**src/rtl/joystick_dir_decoder.sv**
```systemverilog
// joystick_dir_decoder
// Averages the joystick ADC axes over fixed windows, classifies each averaged
// axis against a centre deadzone with release hysteresis, debounces the joint
// direction over consecutive windows and drives registered direction levels
// plus a one-cycle change pulse.
//
// Pipeline, counted from the cycle n that carries the last strobe of a window:
//   n+1 : x_filt/y_filt updated, filt_valid pulse
//   n+2 : per-axis class registered
//   n+3 : dir_* and dir_change registered
module joystick_dir_decoder #(
    parameter int unsigned CENTER     = 512,
    parameter int unsigned DEADZONE   = 64,
    parameter int unsigned HYST       = 16,
    parameter int unsigned AVG_LOG2   = 2,
    parameter int unsigned HOLD_COUNT = 3
) (
    input  logic       clk,
    input  logic       rst_n,
    input  logic       sample_valid,
    input  logic [9:0] analog_x,
    input  logic [9:0] analog_y,
    output logic [9:0] x_filt,
    output logic [9:0] y_filt,
    output logic       filt_valid,
    output logic       dir_up,
    output logic       dir_down,
    output logic       dir_left,
    output logic       dir_right,
    output logic       dir_change
);

    // ------------------------------------------------------------------
    // Widths and thresholds
    // ------------------------------------------------------------------
    localparam int unsigned ADC_W    = 10;
    localparam int unsigned ACC_W    = ADC_W + AVG_LOG2;
    localparam int unsigned CNT_W    = (AVG_LOG2 == 0) ? 1 : AVG_LOG2;
    localparam int unsigned NSAMP_M1 = (1 << AVG_LOG2) - 1;
    localparam int unsigned HOLD_W   = 4;

    // Entry thresholds (inclusive) and release thresholds (strict)
    localparam int unsigned POS_ON   = CENTER + DEADZONE;
    localparam int unsigned NEG_ON   = CENTER - DEADZONE;
    localparam int unsigned POS_OFF  = CENTER + DEADZONE - HYST;
    localparam int unsigned NEG_OFF  = CENTER - DEADZONE + HYST;

    // Reject parameter sets that would wrap thresholds or overflow the hold counter
    generate
        if ((CENTER + DEADZONE > 1023) || (CENTER < DEADZONE) ||
            (HYST >= DEADZONE) || (HOLD_COUNT < 1) || (HOLD_COUNT > 15)) begin : g_bad_params
            $fatal(1, "joystick_dir_decoder: illegal parameter set");
        end
    endgenerate

    // Per-axis classification state
    typedef enum logic [1:0] {
        AX_NEU = 2'd0,
        AX_POS = 2'd1,
        AX_NEG = 2'd2
    } axis_t;

    // ------------------------------------------------------------------
    // Box-car averaging
    // ------------------------------------------------------------------
    logic [ACC_W-1:0] r_acc_x;
    logic [ACC_W-1:0] r_acc_y;
    logic [CNT_W-1:0] r_cnt;
    logic [ACC_W-1:0] w_sum_x;
    logic [ACC_W-1:0] w_sum_y;
    logic             w_last;

    // Running sums including the current strobe; detect the window's final sample
    always_comb begin
        w_sum_x = r_acc_x + ACC_W'(analog_x);
        w_sum_y = r_acc_y + ACC_W'(analog_y);
        w_last  = (AVG_LOG2 == 0) || (r_cnt == CNT_W'(NSAMP_M1));
    end

    // Accumulate strobes; on the last one publish the floored mean and restart
    always_ff @(posedge clk or negedge rst_n) begin
        if (!rst_n) begin
            r_acc_x    <= '0;
            r_acc_y    <= '0;
            r_cnt      <= '0;
            x_filt     <= '0;
            y_filt     <= '0;
            filt_valid <= 1'b0;
        end else begin
            filt_valid <= 1'b0;
            if (sample_valid) begin
                if (w_last) begin
                    r_acc_x    <= '0;
                    r_acc_y    <= '0;
                    r_cnt      <= '0;
                    x_filt     <= ADC_W'(w_sum_x >> AVG_LOG2);
                    y_filt     <= ADC_W'(w_sum_y >> AVG_LOG2);
                    filt_valid <= 1'b1;
                end else begin
                    r_acc_x <= w_sum_x;
                    r_acc_y <= w_sum_y;
                    r_cnt   <= r_cnt + CNT_W'(1);
                end
            end
        end
    end

    // ------------------------------------------------------------------
    // Per-axis hysteretic classifier (two-process FSM per axis)
    // ------------------------------------------------------------------
    axis_t r_x_state;
    axis_t r_y_state;
    axis_t w_x_next;
    axis_t w_y_next;
    logic  r_cls_valid;

    // Next class of one axis given its current class and a fresh average
    function automatic axis_t f_classify(input axis_t cur, input logic [ADC_W-1:0] filt);
        logic [31:0] v;
        axis_t       nxt;
        v   = 32'(filt);
        nxt = cur;
        case (cur)
            AX_NEU: begin
                if (v >= POS_ON) begin
                    nxt = AX_POS;
                end else if (v <= NEG_ON) begin
                    nxt = AX_NEG;
                end
            end
            AX_POS: begin
                if (v <= NEG_ON) begin
                    nxt = AX_NEG;
                end else if (v < POS_OFF) begin
                    nxt = AX_NEU;
                end
            end
            AX_NEG: begin
                if (v >= POS_ON) begin
                    nxt = AX_POS;
                end else if (v > NEG_OFF) begin
                    nxt = AX_NEU;
                end
            end
            default: nxt = AX_NEU;
        endcase
        return nxt;
    endfunction

    // Classifier next state, evaluated only on the filt_valid cycle
    always_comb begin
        w_x_next = r_x_state;
        w_y_next = r_y_state;
        if (filt_valid) begin
            w_x_next = f_classify(r_x_state, x_filt);
            w_y_next = f_classify(r_y_state, y_filt);
        end
    end

    // Classifier state registers; r_cls_valid marks a freshly classified window
    always_ff @(posedge clk or negedge rst_n) begin
        if (!rst_n) begin
            r_x_state   <= AX_NEU;
            r_y_state   <= AX_NEU;
            r_cls_valid <= 1'b0;
        end else begin
            r_x_state   <= w_x_next;
            r_y_state   <= w_y_next;
            r_cls_valid <= filt_valid;
        end
    end

    // ------------------------------------------------------------------
    // Joint-direction debounce and commit
    // ------------------------------------------------------------------
    axis_t             r_com_x;
    axis_t             r_com_y;
    logic [3:0]        r_cand;
    logic [HOLD_W-1:0] r_hold_cnt;
    logic [3:0]        w_raw;
    logic [3:0]        w_com;
    logic [3:0]        w_cand_nxt;
    logic [HOLD_W-1:0] w_cnt_nxt;
    logic              w_commit;

    // Track how many consecutive windows agreed on a direction other than the committed one
    always_comb begin
        w_raw      = {r_x_state, r_y_state};
        w_com      = {r_com_x, r_com_y};
        w_cand_nxt = r_cand;
        w_cnt_nxt  = r_hold_cnt;
        w_commit   = 1'b0;
        if (r_cls_valid) begin
            if (w_raw == w_com) begin
                w_cnt_nxt = '0;
            end else begin
                if (w_raw == r_cand) begin
                    w_cnt_nxt = r_hold_cnt + HOLD_W'(1);
                end else begin
                    w_cand_nxt = w_raw;
                    w_cnt_nxt  = HOLD_W'(1);
                end
                if (w_cnt_nxt == HOLD_W'(HOLD_COUNT)) begin
                    w_commit  = 1'b1;
                    w_cnt_nxt = '0;
                end
            end
        end
    end

    // Candidate/counter registers; committed pair and direction outputs update together
    always_ff @(posedge clk or negedge rst_n) begin
        if (!rst_n) begin
            r_cand     <= {AX_NEU, AX_NEU};
            r_hold_cnt <= '0;
            r_com_x    <= AX_NEU;
            r_com_y    <= AX_NEU;
            dir_up     <= 1'b0;
            dir_down   <= 1'b0;
            dir_left   <= 1'b0;
            dir_right  <= 1'b0;
            dir_change <= 1'b0;
        end else begin
            r_cand     <= w_cand_nxt;
            r_hold_cnt <= w_cnt_nxt;
            dir_change <= w_commit;
            if (w_commit) begin
                r_com_x   <= r_x_state;
                r_com_y   <= r_y_state;
                dir_right <= (r_x_state == AX_POS);
                dir_left  <= (r_x_state == AX_NEG);
                dir_up    <= (r_y_state == AX_POS);
                dir_down  <= (r_y_state == AX_NEG);
            end
        end
    end

endmodule
```
**config.mk**
```make
export PLATFORM = sky130hd
export DESIGN_NAME = joystick_dir_decoder
export DESIGN_NICKNAME = d
export VERILOG_FILES = /design/src/rtl/joystick_dir_decoder.sv
export SDC_FILE = /design/constraint.sdc
export NUM_CORES = 1
export LEC_CHECK = 0
export ABC_CLOCK_PERIOD_IN_PS = 4220
export CORE_ASPECT_RATIO = 0.5
export CORE_MARGIN = 3
export CORE_UTILIZATION = 40
export DETAILED_ROUTE_END_ITERATION = 7
export GPL_TIMING_DRIVEN = 0
export SLEW_MARGIN = 10
export SYNTH_ARGS = -nofsm -noshare
export SYNTH_HDL_FRONTEND = slang
export SYNTH_SLANG_ARGS = --single-unit
export TNS_END_PERCENT = 50
```
**constraint.sdc**
```tcl
create_clock -name clk -period 4.22 [get_ports clk]
set_clock_uncertainty 0.2 [all_clocks]
set_input_delay 0.633 -clock clk [delete_from_list [all_inputs] [get_ports clk]]
set_output_delay 0.633 -clock clk [all_outputs]
set_load 0.01 [all_outputs]
```
==> key figures <==
Outcome
  – Outcome: completed

Placement
  – Placer Congestion: between 0.8 and 0.9
  – Post-DP HPWL: 7.27 mm
  – Pre-CTS WS: 0.920 ns
  – Post-DP Area: approximately 4600 um^2
  – DP Cell Count: approximately 560
  – IO Port Bufs: between 40 and 50

Synthesis
  – Avg Synthesized Cell Area: around 10 um^2
  – Most frequent cells after synthesis: 69 x dfrtp_1, 40 x nand2_1, 28 x o21ai_0
  – Sequential fraction of the synthesis area: approximately 44%
  – Yosys warnings: 0
  – Most frequent cell after synthesis: dfrtp_1
  – Share of async-settable or async-resettable flops after synthesis: 100%
  – Ranking of synthesized cells by area: dfrtp_1 44%, ha_1 7.0%, nand2_1 3.8%
  – Synth unique cells: 54
  – Mapped Cells: 384
  – Xor/xnor cell area share of the yosys netlist: 5.16%
  – Post-synthesis simple-gate area fraction: between 10 and 15%
  – Synthesized cell area: slightly below 4000 um^2
  – Post-synthesis mux area share: around 5.1%
  – Post-Synth Adder-Cell Area: 8.07%
  – Area share of the largest cell type after synthesis: between 40% and 50%
  – Complex-gate fraction of the synthesized area: roughly 20%
  – Synth Register Bits: between 60 and 70
  – Yosys top cell by area: dfrtp_1
  – Ys flop type: dfrtp_1
  – Mapped Nets: about 430
  – Post-synth EDFFs: 0
  – Largest family of logic cells by synthesized area: compound AO/OA/AOI/OAI gates

Clocking
  – H-tree Lvls: 3
  – CTS clk-pin slew, worst paths: 0.06 ns
  – # Post-CTS Setup Buffers: 0
  – Clock Latency Late Sink: roughly 0.33 ns
  – TritonCTS Buffers: 9
  – CTS tree: done
  – Clock sinks: 69
  – Clock Tree Root: clkbuf_16
  – Clock Path Buffers: 2

Final layout
  – Area grow syn2layout: 26.9%
  – Finished Layout Cells: 580
  – Antenna Cells: 0
  – Final net count: a little under 500
  – Core Util, Final: a little over half
  – Share of cells above drive strength 1: ~10%
  – Design area: about 5000 um^2

Floorplanning
  – Die Height: between 70 and 80 um
  – I/O pin cnt: 49
  – Starting Density: a little over two fifths
  – Chip Width: between 100 and 150 um
  – Die area: around 11000 um^2
  – FP Rows: 24
  – Core area: just over 9000 um^2

Timing
  – RSZ-0062 raised after global routing: no
  – Setup ws final: around 1.2 ns
  – Max Fclk: between 300 and 400 MHz
  – Tcrit/Tclk final: 70.9%
  – Final Setup Violations: 0
  – Final hold violation count: 0
  – Slew @ Worst Pin: 0.636 ns
  – Max Slew Vio Count: 0
  – Rel. slew slack: a little under three fifths
  – Post-layout min period: 2.99 ns

Drt
  – WL final: about 9.7 mm
  – DRT iter0 DRCs: 200
  – # DRC: 0
  – Pre-antenna DRT Iters: 4
  – Via density: between 5 and 6
  – Antenna viol nets, final: 0
  – Wire per inst: 16.7 um
  – Routed vias: approximately 3200

Setup path
  – RR Startpoint: r_acc_y[0]
  – Max stage delay cell, worst path: fa_1
  – Setup CP Type: in2reg
  – FF-to-FF End: r_acc_y[10]
  – CP cell instances: clkdlybuf4s50_1, ha_1, fa_1, a21o_1, a221oi_2, o211ai_1, a32o_1, or2_1
  – Max FO, Critical Path: 4
  – FF-to-FF setup slack: between 1.5 and 2 ns
  – Worst EP arrival: approximately 3 ns
  – CP peak stage delay: ~0.43 ns
  – CP endpoint kind: register
  – Critical path launch point type: primary input
  – Delay-heaviest family, CP: compound AO/OA/AOI/OAI gates
  – CP bufs+invs: 1
  – CP required: ~4.2 ns
  – Worst Setup SP: analog_y[0]
  – Cells on worst reg2reg path: 7

Worst hold path
  – Hold Path Origin: r_cnt[0]
  – Hold Path Stages: 1
  – Min-Delay Path Class: reg2reg
  – Hold EP: r_cnt[0]

Power and ir drop
  – Power Dens Cells: roughly 800 nW/um^2
  – Max rail drop VDD: ~270 uV
  – Leakage power: between 2 and 2.5 nW

Global route
  – Total gr overflow: 0
  – Vias in the first global route: 3206
  – Antenna violations before repair: 0
  – First-pass GRT wire length: between 15 and 20 mm
  – Pin count of the biggest net entering global routing: 65
  – GRT Total Usage: 18.7%

Job
  – Max Cap Viol: 0
[power breakdown]
part           switching [W]  internal (W)
logic               0.000953      0.000819
registers           0.000225      0.000938
clock network       0.000282      0.000653
[cell families after synthesis]
kind of cell,Yosys count
XOR/XNOR,23
buffers and inverters,30
AND/OR/NAND/NOR,109
multiplexers,15
adder cells (fa/ha/maj),24
AO/OA/AOI/OAI,114
flip-flops,69
[worst max path at each step]
stage | slack (ns) | endpoint | cells past startpoint
3_3_place_gp | -0.01 | r_hold_cnt[1] | 1
4_1_cts | 1.26 | r_acc_y[10] | 8
6_report | 1.23 | r_acc_y[10] | 8
5_1_grt | 1.16 | r_acc_y[10] | 8
3_5_place_dp | 0.92 | r_acc_y[10] | 8
2_1_floorplan | 1.54 | r_acc_y[10] | 7
[cell type report]
cell class	instances	area (um^2)
Sequential cell	69	1730
Inverter	16	60.1
Clock buffer	10	239
Buffer	14	62.6
Fill cell	801	4140
Timing Repair Buffer	50	515
Multi-Input combinational cell	285	2060
Clock inverter	6	134
Tap cell	130	163
[placed cells by master, fill, tap and decap left out, types with 7 or more instances in the layout]
master | Yosys | layout
mux2_4 | 8 | 8
clkbuf_16 | 0 | 9
xor2_1 | 11 | 11
o21ai_0 | 28 | 28
ha_1 | 22 | 22
nor2_1 | 17 | 17
nor3_1 | 7 | 7
inv_1 | 16 | 16
xnor2_1 | 12 | 12
dfrtp_1 | 69 | 69
clkbuf_1 | 11 | 11
a21o_1 | 12 | 12
clkdlybuf4s50_1 | 0 | 47
a21oi_1 | 14 | 14
nand3_1 | 8 | 8
o2bb2ai_1 | 12 | 12
nand2_1 | 40 | 40
o31ai_1 | 8 | 8
nor2b_1 | 9 | 9
[registers in the layout (all words and copies together), names as in the netlist, 2 cells and up]
register    flops
r_acc_x        12
r_acc_y        12
x_filt         10
y_filt         10
r_cand          4
r_hold_cnt      4
r_cnt           2
r_com_x         2
r_com_y         2
r_x_state       2
r_y_state       2
[what timing repair did]
item / in CTS / in global routing
resized for setup: 0 / 0
hold buffers: 1 / 0
hold endpoints to repair: 5 / 0
[routing by layer]
layer  vias up  GRT usage (%)  part of all wire, %
met1      1565           25.7                   50
met4         0           4.10                 0.57
met2        59           30.4                   46
li1       1527              -                    -
met3         5           5.05                  4.3
met5         -              0                    0
[worst register-to-register path: stages, from the launching register on]
cell,delay [ns]
dfrtp_1,0.38
ha_1,0.23
fa_1,0.43
a21o_1,0.23
a221oi_2,0.35
o211ai_1,0.21
a32o_1,0.29
or2_1,0.22
[through the flow]
stage          total power, W  hold WS [ns]  setup TNS (ns)
5_1_grt               0.00416         0.293               0
4_1_cts               0.00389         0.288               0
6_report              0.00387         0.286               0
3_5_place_dp          0.00294         0.259               0
2_1_floorplan         0.00232         0.137               0
3_3_place_gp          0.00288         0.265          -0.406
Power figures use the tool's default switching activity.
